===== config.mk =====
export PLATFORM = sky130hd
export DESIGN_NAME = scarf_spi_master
export DESIGN_NICKNAME = d
export VERILOG_FILES = /design/src/rtl/scarf_pkg.sv /design/src/rtl/scarf_sclk_gen.sv /design/src/rtl/scarf_spi_master.sv
export SDC_FILE = /design/constraint.sdc
export NUM_CORES = 1
export LEC_CHECK = 0
export CORE_MARGIN = 8
export CORE_UTILIZATION = 35
export CTS_CLUSTER_DIAMETER = 40
export DETAILED_ROUTE_END_ITERATION = 8
export SLEW_MARGIN = 20
export SYNTH_ARGS = -nofsm -noshare
export SYNTH_HDL_FRONTEND = slang
export SYNTH_SLANG_ARGS = --single-unit

===== constraint.sdc =====
create_clock -name clk -period 6.5 [get_ports clk]
set_clock_uncertainty 0.15 [all_clocks]
set_input_delay 1.95 -clock clk [delete_from_list [all_inputs] [get_ports clk]]
set_output_delay 1.95 -clock clk [all_outputs]
set_load 0.05 [all_outputs]

===== src/rtl/scarf_pkg.sv =====
// Shared SCARF SPI initiator types: FSM states, frame byte indices, idle MOSI fill.
package scarf_pkg;

  typedef enum logic [2:0] {
    IDLE,
    CS_SETUP,
    SHIFT,
    CS_HOLD,
    GAP
  } state_e;

  localparam int B_ID   = 0;
  localparam int B_AHI  = 1;
  localparam int B_ALO  = 2;
  localparam int B_DATA = 3;

  localparam logic [7:0] MOSI_FILL = 8'h00;

endpackage


===== src/rtl/scarf_sclk_gen.sv =====
// SCLK generator: CLK_DIV clk per half-period, rise/fall strobes mark the edge about to happen.
// Disabling freezes both the divider and sclk level, which is how the master stalls the bus.
module scarf_sclk_gen
  import scarf_pkg::*;
#(
  parameter int CLK_DIV = 4
) (
  input  logic clk,
  input  logic rst_sync,
  input  logic en_i,
  output logic sclk_o,
  output logic rise_o,
  output logic fall_o
);

  localparam int CW = (CLK_DIV > 1) ? $clog2(CLK_DIV) : 1;

  logic [CW-1:0] cnt_q;
  logic          sclk_q;
  logic          at_end;

  assign at_end = (cnt_q == CW'(CLK_DIV - 1));
  assign rise_o = en_i && at_end && !sclk_q;
  assign fall_o = en_i && at_end && sclk_q;
  assign sclk_o = sclk_q;

  always_ff @(posedge clk) begin
    if (rst_sync) begin
      cnt_q  <= '0;
      sclk_q <= 1'b0;
    end else if (en_i) begin
      if (at_end) begin
        cnt_q  <= '0;
        sclk_q <= ~sclk_q;
      end else begin
        cnt_q <= cnt_q + CW'(1);
      end
    end
  end

endmodule


===== src/rtl/scarf_spi_master.sv =====
// SCARF SPI initiator (mode 0, MSB first): serialises {rnw,id}, addr_hi, addr_lo, then cmd_len+1 data bytes.
// Define SCARF_ID_CHECK_EN to compare the slave id echo (miso during addr_hi) and flag id_error.
module scarf_spi_master
  import scarf_pkg::*;
#(
  parameter int CLK_DIV  = 4,
  parameter int LEN_W    = 8,
  parameter int CS_GUARD = 2
) (
  input  logic             clk,
  input  logic             rst_sync,
  input  logic             cmd_valid,
  output logic             cmd_ready,
  input  logic             cmd_rnw,
  input  logic [6:0]       cmd_slave_id,
  input  logic [15:0]      cmd_addr,
  input  logic [LEN_W-1:0] cmd_len,
  input  logic [7:0]       wr_data,
  input  logic             wr_valid,
  output logic             wr_ready,
  output logic [7:0]       rd_data,
  output logic             rd_valid,
  output logic             done,
  output logic             id_error,
  output logic             sclk,
  output logic             mosi,
  input  logic             miso,
  output logic             cs_n
);

  localparam int BW = LEN_W + 2;
  localparam int GW = $clog2(CS_GUARD + 1);

  state_e           state_q;
  logic             rnw_q;
  logic [15:0]      addr_q;
  logic [LEN_W-1:0] len_q;
  logic [BW-1:0]    byte_q;
  logic [3:0]       bit_q;
  logic [7:0]       tx_q;
  logic [6:0]       rx_q;
  logic             pend_q;
  logic [GW-1:0]    guard_q;
  logic             miso_m_q;
  logic             miso_s_q;
  logic             cs_n_q;
  logic             wr_ready_q;
  logic             rd_valid_q;
  logic [7:0]       rd_data_q;
  logic             done_q;

  logic             sclk_en;
  logic             rise;
  logic             fall;
  logic [BW-1:0]    ld_idx;
  logic [BW-1:0]    last_idx;
  logic [7:0]       ld_byte;
  logic [7:0]       rx_byte;
  logic             need_wr;
  logic             can_load;
  logic             guard_end;

  assign sclk_en = (state_q == SHIFT) && !pend_q;

  scarf_sclk_gen #(.CLK_DIV(CLK_DIV)) u_sclk_gen (
    .clk      (clk),
    .rst_sync (rst_sync),
    .en_i     (sclk_en),
    .sclk_o   (sclk),
    .rise_o   (rise),
    .fall_o   (fall)
  );

  // ld_idx is the byte about to enter the shift register: the next one at a byte
  // boundary, or the current one while a write stall is waiting for wr_valid.
  always_comb begin
    ld_idx    = pend_q ? byte_q : byte_q + BW'(1);
    last_idx  = BW'(len_q) + BW'(B_DATA);
    need_wr   = !rnw_q && (ld_idx >= BW'(B_DATA));
    can_load  = !need_wr || wr_valid;
    guard_end = (guard_q == GW'(CS_GUARD - 1));
    rx_byte   = {rx_q, miso_s_q};
    if (ld_idx == BW'(B_AHI)) begin
      ld_byte = addr_q[15:8];
    end else if (ld_idx == BW'(B_ALO)) begin
      ld_byte = addr_q[7:0];
    end else begin
      ld_byte = rnw_q ? MOSI_FILL : wr_data;
    end
  end

  always_ff @(posedge clk) begin
    if (rst_sync) begin
      state_q    <= IDLE;
      rnw_q      <= 1'b0;
      addr_q     <= '0;
      len_q      <= '0;
      byte_q     <= '0;
      bit_q      <= '0;
      tx_q       <= MOSI_FILL;
      rx_q       <= '0;
      pend_q     <= 1'b0;
      guard_q    <= '0;
      miso_m_q   <= 1'b0;
      miso_s_q   <= 1'b0;
      cs_n_q     <= 1'b1;
      wr_ready_q <= 1'b0;
      rd_valid_q <= 1'b0;
      rd_data_q  <= '0;
      done_q     <= 1'b0;
    end else begin
      miso_m_q   <= miso;
      miso_s_q   <= miso_m_q;
      wr_ready_q <= 1'b0;
      rd_valid_q <= 1'b0;
      done_q     <= 1'b0;
      case (state_q)
        IDLE: begin
          if (cmd_valid) begin
            rnw_q   <= cmd_rnw;
            addr_q  <= cmd_addr;
            len_q   <= cmd_len;
            tx_q    <= {cmd_rnw, cmd_slave_id};
            byte_q  <= BW'(B_ID);
            bit_q   <= '0;
            pend_q  <= 1'b0;
            guard_q <= '0;
            cs_n_q  <= 1'b0;
            state_q <= CS_SETUP;
          end
        end
        CS_SETUP: begin
          if (guard_end) begin
            guard_q <= '0;
            state_q <= SHIFT;
          end else begin
            guard_q <= guard_q + GW'(1);
          end
        end
        SHIFT: begin
          if (pend_q) begin
            if (can_load) begin
              tx_q       <= ld_byte;
              pend_q     <= 1'b0;
              wr_ready_q <= need_wr;
            end
          end else if (rise) begin
            rx_q  <= rx_byte[6:0];
            bit_q <= bit_q + 4'd1;
            if (bit_q == 4'd7 && rnw_q && byte_q >= BW'(B_DATA)) begin
              rd_valid_q <= 1'b1;
              rd_data_q  <= rx_byte;
            end
          end else if (fall) begin
            if (bit_q != 4'd8) begin
              tx_q <= {tx_q[6:0], 1'b0};
            end else begin
              bit_q <= '0;
              if (byte_q == last_idx) begin
                tx_q    <= MOSI_FILL;
                state_q <= CS_HOLD;
              end else begin
                byte_q <= byte_q + BW'(1);
                if (can_load) begin
                  tx_q       <= ld_byte;
                  wr_ready_q <= need_wr;
                end else begin
                  pend_q <= 1'b1;
                end
              end
            end
          end
        end
        CS_HOLD: begin
          if (guard_end) begin
            guard_q <= '0;
            cs_n_q  <= 1'b1;
            done_q  <= 1'b1;
            state_q <= GAP;
          end else begin
            guard_q <= guard_q + GW'(1);
          end
        end
        GAP: begin
          if (guard_end) begin
            guard_q <= '0;
            state_q <= IDLE;
          end else begin
            guard_q <= guard_q + GW'(1);
          end
        end
        default: state_q <= IDLE;
      endcase
    end
  end

`ifdef SCARF_ID_CHECK_EN
  logic [6:0] id_q;
  logic       id_err_q;

  always_ff @(posedge clk) begin
    if (rst_sync) begin
      id_q     <= '0;
      id_err_q <= 1'b0;
    end else if (state_q == IDLE && cmd_valid) begin
      id_q     <= cmd_slave_id;
      id_err_q <= 1'b0;
    end else if (state_q == SHIFT && rise && bit_q == 4'd7 && byte_q == BW'(B_AHI)
                 && rx_byte != {1'b0, id_q}) begin
      id_err_q <= 1'b1;
    end
  end

  assign id_error = id_err_q;
`else
  assign id_error = 1'b0;
`endif

  assign cmd_ready = (state_q == IDLE);
  assign cs_n      = cs_n_q;
  assign mosi      = tx_q[7];
  assign wr_ready  = wr_ready_q;
  assign rd_valid  = rd_valid_q;
  assign rd_data   = rd_data_q;
  assign done      = done_q;

endmodule


-- After elaboration in Yosys (flattened, before gate mapping)
Cells that the tools add are included.
- eq/ne operators: 25
- order comparisons: 2
- bitwise operators: 5
- mux-type cells: 57
- add/sub/neg operators: 5
- reductions and logical operators: 31
- operators by type and width (operator ; number):
    $mux 8 ; 10
    $mux 10 ; 7
    $mux 3 ; 9
    $ge 10x2->1 const B ; 2
    $mux 4 ; 5
    $pmux 10 s2 ; 1
    $ne 2x2->1 const B ; 9
    $mux 1 ; 16
    $pmux 8 s2 ; 1
    $pmux 3 s5 ; 1
    $ne 3x3->1 const B ; 4
    $add 10x1->10 const B ; 1
    $eq 10x1->1 const B ; 1
    $eq 10x2->1 const B ; 1
    $eq 10x9->1 ; 1
    $add 8x2->9 const B ; 1
    $reduce_and 9->1 ; 1
    $pmux 4 s2 ; 1
    $reduce_and 2->1 ; 4
    $reduce_and 4->1 ; 2
    $logic_and 1x1->1 ; 7
    $reduce_and 7->1 ; 1
    $eq 3x2->1 const B ; 2
    $mux 2 ; 3
    21 further kinds ; 34
- logic and storage cells: 144
- flip-flop bits (word level): 77
- output and inout bits: 16

-- Depth between registers and ports, before layout
Gate-level depths: netlist (run 1).
- depth in word-level cells: 13
- mapped depth: 12

-- Cells and area by module
A second synthesis (run 1) with hierarchy kept.
- cell total of the unflattened synthesis: 530
- area, all modules: 4121.5 sq um
- modules (own cells, without submodules) (module ; area an instance (sq um) ; cells an instance ; instances ; sequential area each (sq um)):
    scarf_spi_master ; 3980.1 ; 515 ; 1 ; 1481.4
    scarf_sclk_gen ; 141.4 ; 15 ; 1 ; 60.1

-- Least setup slack after synthesis (run 1)
No wires, ideal clock.
- path type: register -> output
- start: register state_q[1]
- end: output cmd_ready
- arrival time: 1198 ps
- data required time: 4400 ps
- setup slack: 3202 ps
- cell stages (with the launch flop): 4
- cells stage by stage: dfxtp_1 clkbuf_1 or3_1 inv_1
- cells in the longest elaborated chain, start to end: 1
- RTL lines (element ; line ; source):
    from (decl) ; scarf_spi_master.sv:34 ; state_e state_q;
    from (signal assigned) ; scarf_spi_master.sv:94 ; state_q <= IDLE;
    from (signal assigned) ; scarf_spi_master.sv:129 ; state_q <= CS_SETUP;
    from (signal assigned) ; scarf_spi_master.sv:135 ; state_q <= SHIFT;
    $logic_not 3->1 ; scarf_spi_master.sv:219 ; assign cmd_ready = (state_q == IDLE);
    to (decl) ; scarf_spi_master.sv:13 ; output logic cmd_ready,
Every way passes these cells.

-- Final worst setup path (run 1)
- start: register state_q[2]
- end: output cmd_ready
The elaborated chain is that of the path after synthesis.

==> results of run 1 <==
## where the power goes
group | switching [mW] | internal, mW | total (mW)
sequential | 0.0227 | 0.496 | 0.519
combinational | 0.104 | 0.0757 | 0.180
clock | 0.213 | 0.263 | 0.476
total | 0.340 | 0.835 | 1.17
## cell usage in the layout (no fill, tap or decap), types with 4 or more instances in the layout
master / netlist / routed
a32o_1: 7 / 7
and3b_1: 7 / 7
nand2_1: 95 / 95
inv_1: 13 / 13
nor2_1: 45 / 44
or3_1: 6 / 6
and3_1: 5 / 5
nor3_1: 13 / 13
a211oi_1: 8 / 8
xnor2_1: 8 / 8
clkdlybuf4s50_1: 0 / 58
xor2_1: 4 / 4
clkbuf_16: 0 / 9
o221ai_1: 6 / 6
o21ai_0: 15 / 14
o2111ai_1: 9 / 9
nand3_1: 17 / 17
mux2i_1: 9 / 9
o21ai_1: 8 / 9
dfxtp_1: 77 / 77
ha_1: 5 / 5
nor3b_1: 5 / 5
a22oi_1: 15 / 15
a21oi_1: 48 / 48
nand2b_1: 5 / 5
nand3b_1: 4 / 4
## synth_stat cells (all sizes together) (6+ instances only)
cell / number
a211oi: 8
xnor2: 8
a21oi: 49
inv: 13
clkbuf: 25
a32o: 8
nand2: 95
nand3: 17
or3: 6
o2111ai: 9
nor2: 45
mux2i: 9
o21ai: 24
nor3: 13
and3b: 7
buf: 16
dfxtp: 77
a22oi: 15
o221ai: 7
## sequential cells by signal, indices dropped and copies added, names as in the netlist, 3 cells and up
signal and cells:
state_q 3, bit_q 4, rx_q 7, len_q 8, byte_q 10, rd_data 8
addr_q 16, tx_q 8
## per-stage QoR
step                area (sq um)  util, %  cells
floorplan                   4098        -    516
global placement            4701    41.17    680
detailed placement          4701    41.17    680
CTS                         4984    43.64    696
global route                4989    43.69    696
finish                      4989    43.69    696
## cell type report
class / count / share of cell area, %
clock inverters: 7 / 1.154
multi-input cells: 384 / 46.60
inverters: 14 / 1.053
repair buffers: 62 / 12.19
well taps: 143 / 3.587
clock buffers: 9 / 4.515
flip-flops and latches: 77 / 30.90
## metal layers
metal	track usage, %	share of wire (%)	vias up
met2	22.36	48	66
li1	-	-	1904
met3	3.277	4.4	11
met4	3.969	1.4	0
met5	0	0	-
met1	16.61	46	1785
## cell families (layout without fill, tap and decap cells)
group / count (synthesis) / count (layout) / share of synthesized area (%)
other: 1 / 1 / 0.09152
adders and majority gates: 5 / 5 / 1.527
buffers and inverters: 55 / 92 / 5.832
xor gates and xnor gates: 12 / 12 / 2.565
AOI/OAI and AO/OA: 141 / 141 / 25.71
and+or+nand+nor: 216 / 216 / 24.46
muxes: 9 / 9 / 2.199
DFF: 77 / 77 / 37.62
## worst reg2reg max path: stages, from the launching register on
cell and delay, ns:
dfxtp_1 0.66, ha_1 0.44, nand3_1 0.15, or3_1 0.49
o21a_1 0.24, o22ai_2 0.55, o21a_2 0.30, a21oi_4 0.09
o311ai_1 0.26
## final timing paths
kind | end | slack, ns | cells after the start
min | miso_s_q | 0.29 | 1
max | cmd_ready | 2.27 | 3
max reg2reg | tx_q[0] | 3.09 | 8
min reg2reg | miso_s_q | 0.29 | 1
==> run metrics, run 1 <==
outcome complete, no violations; Mapped Avg Cell Area 7.941 sq um; CTS HTree Levels 3; min-delay worst type register to register; Mapped Area 4098 sq um; WS Path Type register to output pin; port buffer count 59; Hold Buf Count CTS 0; Gate Count Post-Synth 516; synthesis warning total 0; routed len/inst 15.23 microns; Die X-Extent 124.2 microns; endpoints failing hold 0; Final WS setup 2.271 ns; Post-synth EDFFs 0; MaxCap Viol Count 0; total power divided by cell area 235.5 nW/um^2; CP startpoint kind register; cell taking the most area after synthesis dfxtp_1; crit path cell chain or3_1 -> inv_1 -> clkdlybuf4s50_1; arrival time worst endpoint 2.13 ns; clk_lat worst skew 0.34 ns; Worst Tran Pin Value 1.018 ns; final setup vio count 0; PostCTS Resize Cnt 0; worst vdd ir 0.1445 mV; CTS root buffer clkbuf_16; clk buf depth 2; clock sinks 77; GRT Util Overall 13.40%; register area share after synthesis 37.62%; Max Clk Rate 0.2365 GHz; Die H 124.2 microns; Worst Path Buf+Inv 2; Critical path origin state_q[2]; Syn Nets 566; CTS tree yes; FF+latch area 1541 sq um; crit-path max FO 12; Cell variety after synth 62; Critical Path Sink Type output pin; Antenna Diode Count 0; Total Neg Setup Slack 0 ns; share of cells above drive strength 1 6.329%; slowest cell on the critical path clkdlybuf4s50_1; total wire length 10600 microns; DRT iter0 DRCs 192; Final period util 65.05%; fin nets 598; global-route wire length before repair 17670 microns; # rows 39; core area 11420 sq um; DRT Pass-1 Iters 4; Hold Slack 0.2923 ns; leak pwr 1.788 nW; # DRC 0; Period minus WS final 4.229 ns; min-delay src miso_m_q; vias in the first global route 3558; Vias 3766; Fillers 1171; slew margin rel. 32.16%; Setup WS pre-CTS 2.410 ns; Pwr Total 1.175 mW; Synth area leaders dfxtp_1 38%, nand2_1 8.7%, a21oi_1 5.9%; HPWL after DPL 7408 microns; RSZ-0062 raised after global routing false; Req. time, crit path 4.40 ns; share of synthesized flip-flops with an asynchronous set or reset 0%; total gr overflow 0; DRT antenna net count 0; Clock transition at path regs 0.06 ns; multi-input combinational cell area 2325 sq um; Die Footprint 15430 sq um; initial core utilization 35.89%; CTS buffer count 9; Area Overhead vs Synth 21.74%; worst stage delay on the critical path 0.80 ns; I/O pin count 61; Slew Limit Fails 0; drt via density 5.411; Top FF cell, synth dfxtp_1; largest net degree at the start of global routing 72; #FFs+latches synth 77; Post CTS Setup Buffer Count 0; Worst R2R Start byte_q[0]; initial antenna violation count 0; Synth top area share 37.62%; gpl congestion 0.7928; cell family with most CP delay buffers and inverters
No activity file was read; power rests on OpenSTA's default activity.
==> run 2: changes to the inputs <==
clock period = 4.2 ns   (was 6.5 ns; I/O delays follow)
==> run 2 against run 1 <==
  * Register-to-register slack lost 2.1 ns
  * Global-route usage grew 0.56 points
  * Setup slack lost 1.6 ns
  * Final cell count grew 1.1%
  * Highest routed layer unchanged
  * Critical path type unchanged
  * Core utilization grew 0.54 points
  * Die area is the same
  * Total power grew 57%
  * Largest cell class unchanged
  * Clock power grew 59%
  * Hold slack gained 0.0020 ns
  * Design area grew 1.2%
  * Critical endpoint unchanged
==> run metrics, run 2 (synthesized netlist as in run 1, its figures left out) <==
total gr overflow 0 (unchanged); Die Footprint 15430 sq um (unchanged); global-route wire length before repair 18190 microns (+2.9%); RSZ-0062 raised after global routing false; final std cells w/o fill 704 (+1.1%); worst stage delay on the critical path 0.80 ns (about the same); Hold Buf Count CTS 0 (unchanged); DRT iter0 DRCs 223 (+16%); Max Clk Rate 0.2800 GHz; PostCTS Resize Cnt 0 (unchanged); Final Instance Area 5050 sq um (+1.2%); outcome complete, no violations; DRT antenna net count 0 (unchanged); Hold EP miso_s_q; Comb power frac 15.4% (about the same); cell family with most CP delay buffers and inverters; Placed Area 4761 sq um (+1.3%); Final WS setup 0.6286 ns (-1.643 ns); # DRC 0 (unchanged); min-delay src miso_m_q; Clock transition at path regs 0.07 ns (about the same); Vias 3772 (+0.16%); initial antenna violation count 0 (unchanged); setup slack, reg-to-reg 0.95 ns (-2.14 ns); port buffer count 59 (unchanged); endpoints failing hold 0 (unchanged); MaxCap Viol Count 0 (unchanged); worst vdd ir 0.1871 mV (+29%); max reg flops 16 (unchanged); biggest regs addr_q (16), byte_q (10); Total Neg Setup Slack 0 ns (unchanged); CP startpoint kind register; Worst R2R Start byte_q[0]; Layout Utilization 44.23% (+0.54 points); Req. time, crit path 2.79 ns (-1.61 ns); routed len/inst 15.56 microns (+2.2%); switching share of power 29.37% (+0.43 points); clk_lat worst skew 0.34 ns (about the same); CTS root buffer clkbuf_16; sequential fraction of design power 43.6% (-0.6 points); total wire length 10960 microns (+3.3%); Critical Path Sink Type output pin; Setup WS pre-CTS 0.9016 ns (-1.508 ns); largest net degree at the start of global routing 37 (-49%); Worst Tran Pin Value 0.8416 ns (-0.1760 ns); crit-path max FO 12 (unchanged); commonest cells after routing, fill and taps aside 95 x nand2_1, 77 x dfxtp_1, 58 x clkdlybuf4s50_1; gpl congestion 0.7877 (-0.64%); clk buf depth 2 (unchanged); CTS tree yes; CTS buffer count 9 (unchanged); HPWL after DPL 7759 microns (+4.7%); total power divided by cell area 364.9 nW/um^2 (+55%); fin nets 606 (+1.3%); Worst R2R Path Depth 8 (unchanged); slew margin rel. 43.46% (+11 points); arrival time worst endpoint 2.16 ns (+0.03 ns); Final period util 85.03%; initial core utilization 35.89% (unchanged); min-delay worst type register to register; DRT Pass-1 Iters 4 (unchanged); clock share of power 41.0% (+0.5 points); Pwr Total 1.843 mW (+57%); drt via density 5.358 (-0.98%); switching power 541.1 uW (+59%); CTS HTree Levels 3 (unchanged); Period minus WS final 3.571 ns; crit path cell chain or3_1 -> inv_1 -> clkdlybuf4s50_1; Post CTS Setup Buffer Count 0 (unchanged); core area 11420 sq um (unchanged); internal cell power 1.301 mW (+56%); vias in the first global route 3569 (+0.31%); GRT Util Overall 13.96% (+0.56 points); WS Path Type register to output pin; post-placement cell count 688 (+1.2%); # rows 39 (unchanged); Antenna Diode Count 0 (unchanged); Die X-Extent 124.2 microns (unchanged); clock sinks 77 (unchanged); Die H 124.2 microns (unchanged); Slew Limit Fails 0 (unchanged); Worst Path Buf+Inv 2 (unchanged); leak pwr 1.834 nW (+2.6%); largest reg by FF count addr_q; share of cells above drive strength 1 7.487% (+1.2 points); hold path depth 1 (unchanged); I/O pin count 61 (unchanged); Hold Slack 0.2943 ns (+0.002017 ns); Area Overhead vs Synth 23.24%; FF-to-FF End tx_q[0]; commonest non-fill, non-tap cell in the layout nand2_1; final setup vio count 0 (unchanged); Fillers 1177 (+0.51%); Critical path origin state_q[2]; slowest cell on the critical path clkdlybuf4s50_1
## run 2: cell count changes in the layout (fill, tap and decap cells not counted), sizes merged
| cell | delta |
|---|---|
| clkinvlp | -1 |
| buf | +8 |
| inv | +1 |
## run 2: cell type report
cell class / instances / area, sq um / share of cell area (%)
multi-input combinational: 384 / 2320 / 45.94
sequential: 77 / 1541 / 30.53
timing repair buffer: 70 / 668.1 / 13.23
clock buffer: 9 / 225.2 / 4.460
tap: 143 / 178.9 / 3.543
clock inverter: 7 / 63.81 / 1.264
inverter: 14 / 52.55 / 1.041
## run 2: how the worst max path moves through the flow
stage | end | cells past startpoint
after floorplan | cmd_ready | 3
after global placement | tx_q[6] | 6
after detailed placement | tx_q[6] | 6
after CTS | cmd_ready | 3
after global routing | cmd_ready | 3
final | cmd_ready | 3
## run 2: routing by layer
metal | global-route usage (%) | wire [microns] | part of all wire, % | vias to the layer above
li1 | - | - | - | 1918
met1 | 17.79 | 5255 | 48 | 1792
met2 | 22.76 | 5276 | 48 | 57
met3 | 2.723 | 308 | 2.8 | 5
met4 | 5.103 | 114 | 1.0 | 0
met5 | 0 | 0 | 0 | -
## run 2: power by group through the flow
stage | Clock, mW | Sequential, mW | Combinational, mW
6_report | 0.755 | 0.804 | 0.284
5_1_grt | 0.804 | 0.809 | 0.313
4_1_cts | 0.771 | 0.804 | 0.284
3_5_place_dp | 0 | 0.820 | 0.283
3_3_place_gp | 0 | 0.819 | 0.278
2_1_floorplan | 0 | 0.811 | 0.190
==> RTL edit 1 (flow settings as in run 2) <==
Build with the macro `SCARF_ID_CHECK_EN` defined.
--- a/src/rtl/scarf_spi_master.sv
+++ b/src/rtl/scarf_spi_master.sv
@@ -2,2 +2,4 @@
 // Define SCARF_ID_CHECK_EN to compare the slave id echo (miso during addr_hi) and flag id_error.
+`define SCARF_ID_CHECK_EN
+
 module scarf_spi_master
Function: no difference found for any inputs over 10 cycles, from zero or initial values and one cycle with rst_sync high; that may be too few to reach the edited logic, so the function may still have changed.
==> RTL edit 1 against run 2 <==
Global-route usage up 0.61 points; largest cell class unchanged; setup slack improved by 110 ps; count of clock-buffer cells in the layout stayed put; highest routed layer unchanged; sequential cell count up 8; final area increased by 8.9%; synthesized area up 9.7%; combinational power down 15%; total power up 8.4%; routed wire length up 8.3%; first-iteration DRC count up 35%.
==> RTL edit 1: results (changes against run 2) <==
* Status: finished clean (unchanged)
* Grt met2 use at 25.3% (was 22.8%)
* DRT Pass-1 Iters at 9 (was 4)
* Layout cells sized above 1 at 9.06% (was 7.49%)
* Post-synthesis mux area share at 3.56% (was 2.20%)
* GPL Wtd Cong at 0.840 (was 0.788)
* Synth area leaders: dfxtp_1 (38%), nand2_1 (7.6%), a21oi_1 (5.8%) (was dfxtp_1 (38%), nand2_1 (8.7%), a21oi_1 (5.9%))
* Multi-input logic area at 2490 um2 (was 2320 um2)
* Vias at 4093 (was 3772)
* WL met1 at 5.26 mm (about the same)
* Post-synthesis sequential area ratio at 37.9% (was 37.6%)
* Worst-path fanout max at 19 (was 12)
* Most frequent cells after synthesis: nand2_1 (91), dfxtp_1 (85), nor2_1 (56) (was nand2_1 (95), dfxtp_1 (77), a21oi_1 (48))
* Synth Area in Compound Gates at 24.0% (was 25.7%)
* Net count, final at 642 (was 606)
* Placement-stage cell area at 5170 um2 (was 4760 um2)
* Port buffer count at 60 (was 59)
* GR Layer Usage met3 at 2.42% (was 2.72%)
* XOR/XNOR Fraction of Synth Area at 3.51% (was 2.56%)
* Inst Count DP at 752 (was 688)
* Wirelength, routed at 11.9 mm (was 11.0 mm)
* Post-Layout Cell Count at 768 (was 704)
* Vias in the first global route at 3975 (was 3569)
* Routed met3 length at 384 um (was 308 um)
* Arrival time at the worst endpoint at 2050 ps (was 2160 ps)
* Lkg Pwr at 0.00194 uW (was 0.00183 uW)
* Initial drt markers at 302 (was 223)
* Sw Share at 25.7% (was 29.4%)
* Synth cell types at 65 (was 62)
* Synth Area per Inst at 8.14 um2 (was 7.94 um2)
* Post-DP HPWL at 8.67 mm (was 7.76 mm)
* Largest net degree at the start of global routing at 61 (was 37)
* Post-Synth Adder-Cell Area at 1.67% (was 1.53%)
RTL edit 1: cell count changes in the layout (fill, tap and decap cells not counted), sizes merged, moves of 8 or more:
| cell | change |
|---|---|
| o21ai | -11 |
| dfxtp | +8 |
| nor2 | +12 |
| o2111ai | -8 |
| inv | +8 |
| a22oi | -13 |
| o22a | +9 |
| a221oi | +14 |
RTL edit 1: final timing paths:
path              slack (ps)  depth (start not counted)       start   endpoint
setup reg to reg         740                          9   byte_q[0]    tx_q[7]
hold / removal           300                          1    miso_m_q   miso_s_q
hold reg to reg          300                          1    miso_m_q   miso_s_q
setup / recovery         740                          2  state_q[1]  cmd_ready
RTL edit 1: area by class of cell:
cell class / count / area share (%)
well taps: 172 / 3.91
inverters: 22 / 1.50
multi-input cells: 404 / 45.3
clock inverters: 7 / 1.91
repair buffers: 69 / 12.3
flip-flops and latches: 85 / 30.9
clock buffers: 9 / 4.10
RTL edit 1: worst max-delay path, stage by stage (launching register included):
cell and delay (ps):
dfxtp_1 530, nor3_1 330, clkdlybuf4s50_1 850
==> RTL edit 2 (flow settings as in run 2) <==
Made on the original files. The 5 states of `state_e` get a Gray code encoding in 3 bits.
--- a/src/rtl/scarf_pkg.sv
+++ b/src/rtl/scarf_pkg.sv
@@ -4,7 +4,7 @@
   typedef enum logic [2:0] {
-    IDLE,
-    CS_SETUP,
-    SHIFT,
-    CS_HOLD,
-    GAP
+    IDLE     = 3'b000,
+    CS_SETUP = 3'b001,
+    SHIFT    = 3'b011,
+    CS_HOLD  = 3'b010,
+    GAP      = 3'b110
   } state_e;
Formal check against the unedited RTL: same outputs for any inputs over 4 cycles, from zero or initial values and one cycle with rst_sync high; so few cycles prove little.
==> RTL edit 2 against run 2 <==
Total power grew 17%; setup slack got worse by 39 ps; clock power increased by 3%; synthesized area down 3.2%; final area down 2.8%; count of clock-buffer cells in the layout is the same; critical path type unchanged; sequential cell count did not move; routed wire length decreased by 8.0%; largest power group unchanged.
==> RTL edit 2: results (changes against run 2) <==
* Arrival time at the worst endpoint at 2200 ps (was 2160 ps)
* Most frequent cells after synthesis: dfxtp_1 (77), nand2_1 (76), nor2_1 (45) (was nand2_1 (95), dfxtp_1 (77), a21oi_1 (48))
* Data buffer area share at 12.7% (was 13.2%)
* Syn Nets at 523 (was 566)
* Register share of the cell area at 31.4% (was 30.5%)
* First-pass GRT wire length at 16.4 mm (was 18.2 mm)
* Wire per inst at 15.3 um (was 15.6 um)
* Net count, final at 562 (was 606)
* Status: finished clean (unchanged)
* Met1 Track Usage GR at 16.6% (was 17.8%)
* Grt met2 use at 22.6% (was 22.8%)
* Lkg Pwr at 0.00183 uW (about the same)
* Routed met3 length at 439 um (was 308 um)
* Vias in the first global route at 3443 (was 3569)
* Fraction of area in multi-input gates at 45.4% (was 45.9%)
* EDFF count, synth at 0 (unchanged)
* Fillcell total at 1115 (was 1177)
* GR Layer Usage met3 at 3.36% (was 2.72%)
* Worst vdd ir at 0.180 mV (was 0.187 mV)
* Max incr delay on CP at 910 ps (was 800 ps)
* PwrDens at 439 nW/um2 (was 365 nW/um2)
* Largest net degree at the start of global routing at 48 (was 37)
* Post-synthesis sequential area ratio at 38.9% (was 37.6%)
* Clock group power at 774 uW (was 755 uW)
* Post-route DRC at 0 (unchanged)
* Slew headroom at 32.5% (was 43.5%)
* ClkCell Share at 6.12% (was 5.72%)
* Most Used Layer, Global Route: met2 (unchanged)
* Ys Warns at 0 (unchanged)
* Post-synthesis mux area share at 3.78% (was 2.20%)
* Layout cells sized above 1 at 6.77% (was 7.49%)
* XOR/XNOR Fraction of Synth Area at 4.42% (was 2.56%)
* Synth Area in Compound Gates at 24.5% (was 25.7%)
* Slowest-stage cell, CP: clkdlybuf4s50_1 (unchanged)
* Synth cell types at 69 (was 62)
* WL met1 at 4.67 mm (was 5.26 mm)
* Multi-input gates at 350 (was 384)
* GRT Util Overall at 13.6% (was 14.0%)
* Initial drt markers at 230 (was 223)
* Invs w/o clock at 10 (was 14)
* Vias per cell at 5.38 (was 5.36)
* Seq pwr share at 39.6% (was 43.6%)
* GPL Wtd Cong at 0.849 (was 0.788)
* Bufs w/o clock at 64 (was 70)
* Post-Synth Adder-Cell Area at 1.58% (was 1.53%)
* Regs by FF count: addr_q x16, byte_q x10 (unchanged)
* Post-DP HPWL at 7.18 mm (was 7.76 mm)
* Int Pwr at 1470 uW (was 1300 uW)
RTL edit 2: final timing paths:
| check | slack (ps) | cells past startpoint | start | to |
|---|---|---|---|---|
| setup / recovery | 590 | 2 | state_q[2] | cmd_ready |
| setup reg to reg | 920 | 9 | byte_q[0] | tx_q[6] |
| hold reg to reg | 290 | 1 | miso_m_q | miso_s_q |
| hold / removal | 290 | 1 | miso_m_q | miso_s_q |
RTL edit 2: cells by family (layout without fill, tap and decap cells):
logic type | after synthesis | in the layout
DFF | 77 | 77
buffers and inverters | 46 | 90
and+or+nand+nor | 183 | 183
adders and majority gates | 5 | 5
muxes | 15 | 15
other | 1 | 1
AOI/OAI and AO/OA | 126 | 126
xor gates and xnor gates | 20 | 20
RTL edit 2: per-stage QoR:
step,hold WS [ps],util (%),cells,area [um2],setup slack (ps)
finish,293,43.7,660,4910,590
global route,317,43.7,660,4910,474
CTS,305,43.7,660,4910,579
detailed placement,282,41.1,644,4610,887
global placement,281,41.1,644,4610,941
floorplan,264,-,473,3970,1110
